## src/rtl/seq_signed_divider.sv

```systemverilog
// Sequential signed divider: restoring division on magnitudes, one quotient bit per clock,
// followed by sign correction. States: IDLE (wait for start) | CALC (N restoring steps) | FIX (register result).
module seq_signed_divider #(
  parameter int N = 4
) (
  input  logic         i_clk,
  input  logic         i_rst_n,
  input  logic         i_start,
  input  logic [N-1:0] i_dividend,
  input  logic [N-1:0] i_divisor,
  output logic [N-1:0] o_quotient,
  output logic [N-1:0] o_remainder,
  output logic         o_valid,
  output logic         o_busy,
  output logic         o_dbz,
  output logic         o_ovf
);

  localparam int CW = (N > 2) ? $clog2(N) : 1;

  typedef enum logic [1:0] {
    IDLE = 2'd0,
    CALC = 2'd1,
    FIX  = 2'd2
  } state_t;

  state_t        r_state;
  logic [N-1:0]  r_rem;
  logic [N-1:0]  r_dvd;
  logic [N-1:0]  r_dsr;
  logic [CW-1:0] r_cnt;
  logic          r_neg_q;
  logic          r_neg_r;
  logic          r_dbz;
  logic          r_ovf;

  logic [N-1:0]  w_dvd_abs;
  logic [N-1:0]  w_dsr_abs;
  logic [N-1:0]  w_min;
  logic [N:0]    w_shift;
  logic [N-1:0]  w_diff;
  logic          w_ge;

  assign w_dvd_abs = i_dividend[N-1] ? (~i_dividend + 1'b1) : i_dividend;
  assign w_dsr_abs = i_divisor[N-1]  ? (~i_divisor + 1'b1)  : i_divisor;
  assign w_min     = {1'b1, {(N-1){1'b0}}};

  // The partial remainder always stays below 2^(N-1) after a step, so the
  // shifted value fits N+1 bits and an accepted difference fits N bits.
  assign w_shift = {r_rem, r_dvd[N-1]};
  assign w_ge    = (w_shift >= {1'b0, r_dsr});
  assign w_diff  = w_shift[N-1:0] - r_dsr;

  always_ff @(posedge i_clk or negedge i_rst_n) begin
    if (!i_rst_n) begin
      r_state     <= IDLE;
      r_rem       <= '0;
      r_dvd       <= '0;
      r_dsr       <= '0;
      r_cnt       <= '0;
      r_neg_q     <= 1'b0;
      r_neg_r     <= 1'b0;
      r_dbz       <= 1'b0;
      r_ovf       <= 1'b0;
      o_quotient  <= '0;
      o_remainder <= '0;
      o_valid     <= 1'b0;
      o_busy      <= 1'b0;
      o_dbz       <= 1'b0;
      o_ovf       <= 1'b0;
    end else begin
      o_valid <= 1'b0;
      case (r_state)
        IDLE: begin
          if (i_start) begin
            r_dvd   <= w_dvd_abs;
            r_dsr   <= w_dsr_abs;
            r_rem   <= '0;
            r_cnt   <= CW'(N - 1);
            r_neg_q <= i_dividend[N-1] ^ i_divisor[N-1];
            r_neg_r <= i_dividend[N-1];
            r_dbz   <= (i_divisor == '0);
            r_ovf   <= (i_dividend == w_min) && (i_divisor == '1);
            o_busy  <= 1'b1;
            r_state <= CALC;
          end
        end
        CALC: begin
          r_rem <= w_ge ? w_diff : w_shift[N-1:0];
          r_dvd <= {r_dvd[N-2:0], w_ge};
          if (r_cnt == '0) begin
            r_state <= FIX;
          end else begin
            r_cnt <= r_cnt - 1'b1;
          end
        end
        FIX: begin
          // A zero divisor yields remainder = |dividend| naturally; only the quotient is forced.
          if (r_dbz) begin
            o_quotient <= '1;
          end else begin
            o_quotient <= r_neg_q ? (~r_dvd + 1'b1) : r_dvd;
          end
          o_remainder <= r_neg_r ? (~r_rem + 1'b1) : r_rem;
          o_dbz       <= r_dbz;
          o_ovf       <= r_ovf;
          o_valid     <= 1'b1;
          o_busy      <= 1'b0;
          r_state     <= IDLE;
        end
        default: begin
          r_state <= IDLE;
          o_busy  <= 1'b0;
        end
      endcase
    end
  end

endmodule
```

## config.mk

```make
export PLATFORM = sky130hd
export DESIGN_NAME = seq_signed_divider
export DESIGN_NICKNAME = d
export VERILOG_FILES = /design/src/rtl/seq_signed_divider.sv
export SDC_FILE = /design/constraint.sdc
export NUM_CORES = 1
export LEC_CHECK = 0
export CAP_MARGIN = 40
export CORE_MARGIN = 3
export CORE_UTILIZATION = 49
export DETAILED_ROUTE_END_ITERATION = 7
export PLACE_DENSITY = 0.75
export SKIP_CTS_REPAIR_TIMING = 1
export SLEW_MARGIN = 20
export SYNTH_ARGS = -nofsm -noshare
export SYNTH_HDL_FRONTEND = slang
export SYNTH_SLANG_ARGS = --single-unit
export TNS_END_PERCENT = 100
```

## constraint.sdc

```tcl
create_clock -name i_clk -period 1.7 [get_ports i_clk]
set_clock_uncertainty 0.1 [all_clocks]
set_input_delay 0.17 -clock i_clk [delete_from_list [all_inputs] [get_ports i_clk]]
set_output_delay 0.17 -clock i_clk [all_outputs]
set_load 0.1 [all_outputs]
```

==> results.cfg, run 1 <==
[critical_path]
cp_num_buf_inv = 0
cp_data_required_time_ns = 1.83
crit_path_top_delay_cell = dfrtp_1
timing.rr.end = r_rem[3]
critPathLaunchType = register
critical-path-top-delay-family = simple AND/OR/NAND/NOR gates
reg2regPathDepth = 5
end_kind = register
critical_path_class = register to register
crit_chain = ha_4 -> or2_4 -> a211oi_4 -> or3_4 -> o211ai_2
critPathMaxStageDelay_ns = 0.43
reg2reg_from = r_rem[1]
r2r_slack_ns = -0.10
crit_fanout = 8
cp_data_arrival_time_ns = 1.93

[power]
ir_drop_v = 0.00121
p_per_area_mw_per_mm2 = 2210
p_leak_nw = 1.14

[status]
violations = negative setup slack
status = complete, but fails checks

[flow_run]
drv_cap = 0

[synthesis]
yosys.cell_count.top_type = dfrtp_1
synthSimpleGateAreaFrac = 0.169
yosysWarnings = 0
synth_area_leaders = dfrtp_1 (47%), ha_1 (7.3%), nand2_1 (5.7%)
ys_top_cells_by_count = dfrtp_1 (32), nand2_1 (26), inv_1 (18), o21ai_0 (18), ha_1 (10)
synth_seq_cells = 32
ys_seq_area_frac = 0.466
syn-num-nets = 200
syn_inst = 178
synth_top_area_frac = 0.466
yosys.area.top_type = dfrtp_1
synth.avg_cell_area_sq_um = 9.65
synth.area.mux_share = 0.0299
syn-cell-area_sq_mm = 0.00172
synth-main-ff-cell = dfrtp_1
synth_edf_count = 0
synth-compound-area-share = 0.157
postSynth.asyncResetShare = 1.00
synth_adder_area_share = 0.0845
synth_xor_xnor_area_share = 0.0459
yosysUniqueCellTypes = 38
synth_top_family_by_area = simple AND/OR/NAND/NOR gates

[cells_and_area]
multi_input_area_sq_um = 885
diodes = 0
final_nets = 253
design_area_sq_mm = 0.00241
area_growth_pct = 40.5
drive_gt1_frac = 0.263
regArea_sq_um = 801
nFillCells = 223

[timing]
rsz0062_at_grt = true
setup_ws_ns = -0.103
max_freq_mhz = 555
tightest_slew_ns = 0.400
relSlewSlack = 0.733
hold_violations = 0
slew_viol_final = 0
fin_crit_sh = 1.06
holdWs_ns = 0.116
setup_viol = 5
post-route-min-period_ns = 1.80

[detailed_routing]
drt-pass1-iter-count = 4
dr.first_iter.drc_count = 67
via_per_inst = 5.27
routed_wl_um = 4030
ant_nets = 0
num_vias = 1454
wire_per_inst_um = 14.6
route.detailed.drc = 0

[floorplan]
fp-row-count = 20
design.core.area_sq_mm = 0.00320
die-area_sq_mm = 0.00425
fp.dieW_um = 65.2
die_y_um = 65.2
ios = 23
start_util = 0.536

[place]
routabilityCongestion = 0.924
io_buffers = 22
placed_cell_area_sq_mm = 0.00230
hpwl_um = 3110

[global_routing]
grtUsageTotal = 0.207
grt_max_degree = 33
gr-total-overflow = 0
grt_pass1_vias = 1491
grt_pass1_wl_um = 6730
antenna_found_initial = 0

[clock_network]
cts_tree = yes
numCtsBuffers = 5
insertion_delay_ns = 0.34
root_buffer = clkbuf_4
clk_pin_slew_ns = 0.11
cts.sinks = 32
htreeDepth = 2
cts_buffer_depth = 2

[hold_path]
hold_path_class = input pin to asynchronous set/reset pin
## layer usage
layer / track usage / vias up / part of all wire
met4: 0.0933 / 0 / 0.021
met1: 0.253 / 696 / 0.44
met2: 0.344 / 33 / 0.50
met3: 0.0496 / 9 / 0.045
met5: 0 / - / 0
li1: - / 716 / -
## worst reg2reg max path, cell delays in order, from the launching register on
cell and delay, ns:
dfrtp_1 0.43, ha_4 0.26, or2_4 0.26, a211oi_4 0.37, or3_4 0.21, o211ai_2 0.07
## cells by family (layout without fill, tap and decap cells)
logic type | count (synthesis) | after routing
XOR/XNOR | 9 | 9
AO/OA/AOI/OAI | 41 | 41
AND/OR/NAND/NOR | 59 | 59
adder cells (fa/ha/maj) | 11 | 11
multiplexers | 5 | 5
flip-flops | 32 | 32
buffers and inverters | 21 | 75
## power breakdown
group	total [mW]	switching (mW)	internal, mW
sequential	1.41	0.322	1.09
combinational	3.45	1.94	1.50
clock	0.484	0.282	0.202
total	5.34	2.55	2.80
## flip-flops by register name, summed over array words and instances, names as in the netlist
| register | flops |
|---|---|
| o_dbz | 1 |
| o_quotient | 4 |
| o_valid | 1 |
| r_rem | 4 |
| o_ovf | 1 |
| r_neg_q | 1 |
| r_state | 2 |
| r_dvd | 4 |
| r_dsr | 4 |
| o_busy | 1 |
| r_neg_r | 1 |
| o_remainder | 4 |
| r_ovf | 1 |
| r_dbz | 1 |
| r_cnt | 2 |
## placed cells by master, fill, tap and decap left out, types with 4 or more instances in the layout
cell / count
a21oi_1: 4
buf_12: 12
buf_4: 27
clkbuf_4: 5
clkdlybuf4s50_1: 10
dfrtp_1: 32
ha_1: 7
inv_1: 16
mux2i_1: 4
nand2_1: 25
nand2b_1: 8
nor2_1: 9
o211ai_1: 4
o21ai_0: 18
xnor2_1: 7
## stage by stage
stage | setup WS (ns) | utilization | TNS [ns] | cells | power, mW
after floorplan | -0.0631 | - | -0.180 | 178 | 3.47
after global placement | -0.0786 | 0.718 | -0.306 | 265 | 4.63
after detailed placement | -0.101 | 0.718 | -0.357 | 265 | 4.71
after CTS | -0.133 | 0.737 | -0.512 | 273 | 5.20
after global routing | -0.155 | 0.754 | -0.693 | 276 | 5.69
final | -0.103 | 0.754 | -0.394 | 276 | 5.34
## how the worst max path moves through the flow
stage	start	to	slack [ns]	cells after the start
6_report	r_rem[1]	r_rem[3]	-0.10	5
5_1_grt	r_rem[0]	r_rem[0]	-0.16	5
4_1_cts	r_dsr[2]	r_rem[3]	-0.13	6
3_5_place_dp	r_rem[0]	r_rem[3]	-0.10	5
3_3_place_gp	r_rem[0]	r_rem[3]	-0.08	5
2_1_floorplan	r_dvd[3]	r_rem[1]	-0.06	5
## layout make-up
cell class | count | share of cell area
flip-flops and latches | 32 | 0.332
clock inverters | 1 | 0.00311
inverters | 18 | 0.0280
well taps | 44 | 0.0228
clock buffers | 7 | 0.0228
multi-input cells | 125 | 0.367
repair buffers | 49 | 0.225
No activity file was read; power rests on OpenSTA's default activity.
==> run 2: changes to the inputs <==
--- a/config.mk
+++ b/config.mk
@@ -7,9 +7,9 @@
 export LEC_CHECK = 0
 export CAP_MARGIN = 40
 export CORE_MARGIN = 3
-export CORE_UTILIZATION = 49
+export CORE_UTILIZATION = 50
 export DETAILED_ROUTE_END_ITERATION = 7
-export PLACE_DENSITY = 0.75
+export PLACE_DENSITY = 0.74
 export SKIP_CTS_REPAIR_TIMING = 1
 export SLEW_MARGIN = 20
 export SYNTH_ARGS = -nofsm -noshare
==> constraint.sdc (replaced) <==
create_clock -name i_clk -period 2.15 [get_ports i_clk]
set_clock_uncertainty 0.1 [all_clocks]
set_input_delay 0.215 -clock i_clk [delete_from_list [all_inputs] [get_ports i_clk]]
set_output_delay 0.215 -clock i_clk [all_outputs]
set_load 0.1 [all_outputs]
==> run 2 against run 1 <==
The run now ends clean. Maximum frequency is 11% lower. Critical path depth unchanged. Worst setup slack better by 0.24 ns. Worst hold slack better by 0.036 ns. Final cell count fell by 9.1%. Utilization fell by 11 points. Global-route usage is 1.5 points lower. Non-clock buffer count is 25 lower. Sequential cell count unchanged. Die area down 1.8%.
==> results.cfg, run 2 (synthesis gave the netlist of run 1 again) <==
[status]
status = completed

[flow_run]
drv_cap = 0

[global_routing]
met3_usage = 0.0555
grt_busiest_layer = met2
grtUsageTotal = 0.192
grt_pass1_wl_um = 6200
met1_usage = 0.235
antenna_found_initial = 0
gr-total-overflow = 0
grt_max_degree = 33
grt_pass1_vias = 1381
use_met2 = 0.317

[detailed_routing]
route.detailed.drc = 0
drt-pass1-iter-count = 4
via_per_inst = 5.41
wire_per_inst_um = 13.7
routed_wl_um = 3430
ant_nets = 0
dr.first_iter.drc_count = 60
num_vias = 1357

[floorplan]
ios = 23
die_y_um = 64.6
fp-row-count = 20
start_util = 0.545
design.core.area_sq_mm = 0.00315
die-area_sq_mm = 0.00418
fp.dieW_um = 64.6

[critical_path]
critPathLaunchType = register
r2r_slack_ns = 0.13
crit_fanout = 8
timing.rr.end = r_rem[3]
critical-path-top-delay-family = compound AO/OA/AOI/OAI gates
cp_data_required_time_ns = 2.28
reg2reg_from = r_rem[1]
crit_path_top_delay_cell = dfrtp_1
critical_path_class = register to register
crit_chain = ha_1 -> or2_1 -> a211oi_2 -> or3_2 -> o211ai_2
critPathMaxStageDelay_ns = 0.45
cp_num_buf_inv = 0
crit_cells = 5
end_kind = register
reg2regPathDepth = 5
cp_data_arrival_time_ns = 2.14

[timing]
hold_violations = 0
fin_crit_sh = 0.938
fin_tns_setup_ns = 0
rsz0062_at_grt = false
setup_viol = 0
max_freq_mhz = 496
post-route-min-period_ns = 2.02
tightest_slew_ns = 0.590
slew_viol_final = 0
setup_ws_ns = 0.132
relSlewSlack = 0.607

[cells_and_area]
final_nets = 228
most-common-layout-cells = dfrtp_1 (32), nand2_1 (26), inv_1 (18), o21ai_0 (18), buf_4 (14)
final_common_cell = dfrtp_1
drive_gt1_frac = 0.135
area_growth_pct = 18.8
diodes = 0

[hold_path]
hold_path_class = input pin to asynchronous set/reset pin

[clock_network]
cts.sinks = 32
htreeDepth = 2
root_buffer = clkbuf_4
cts_tree = yes
numCtsBuffers = 5
clk_pin_slew_ns = 0.10
insertion_delay_ns = 0.34
cts_buffer_depth = 2

[place]
place_ws_ns = 0.167
hpwl_um = 2640
io_buffers = 22
routabilityCongestion = 0.895
==> run 2: cell count changes in the layout (fill, tap and decap cells not counted), moves of 2 or more <==
cell,delta
inv_2,-2
ha_4,-2
ha_1,+3
inv_1,+2
buf_12,-12
buf_4,-13
==> run 2: how the worst max path moves through the flow <==
| stage | start | endpoint | slack (ns) |
|---|---|---|---|
| floorplan | r_rem[1] | r_rem[3] | 0.32 |
| global placement | r_rem[1] | r_rem[3] | 0.23 |
| detailed placement | r_rem[1] | r_rem[3] | 0.17 |
| CTS | r_rem[1] | r_rem[3] | 0.15 |
| global route | r_rem[1] | r_rem[3] | 0.04 |
| finish | r_rem[1] | r_rem[3] | 0.13 |
==> run 2: final cells by class <==
cell class	instances	area [sq um]
inverter	18	67.6
sequential	32	801
fill	292	1110
clock buffer	6	41.3
timing repair buffer	24	205
clock inverter	2	35.0
tap	44	55.1
multi-input combinational	125	836
==> run 2: through the flow <==
step                cell area [sq um]  hold WS (ns)  std cells   util
finish                           2040         0.152        251  0.647
global route                     2040         0.180        251  0.647
CTS                              2040         0.165        251  0.647
detailed placement               1960         0.367        243  0.623
global placement                 1960         0.351        243  0.623
floorplan                        1720        -0.181        178      -
==> run 2: routing by layer <==
layer  share of wire  wire (um)  vias to the layer above
met4           0.017         57                        0
met5               0          0                        -
li1                -          -                      674
met3           0.060        207                        7
met1            0.45       1530                      630
met2            0.48       1640                       46
Power of run 2 is left out: the tool's default activity adds up to more than one toggle a clock period on the data nets, which glitch-free logic cannot reach.
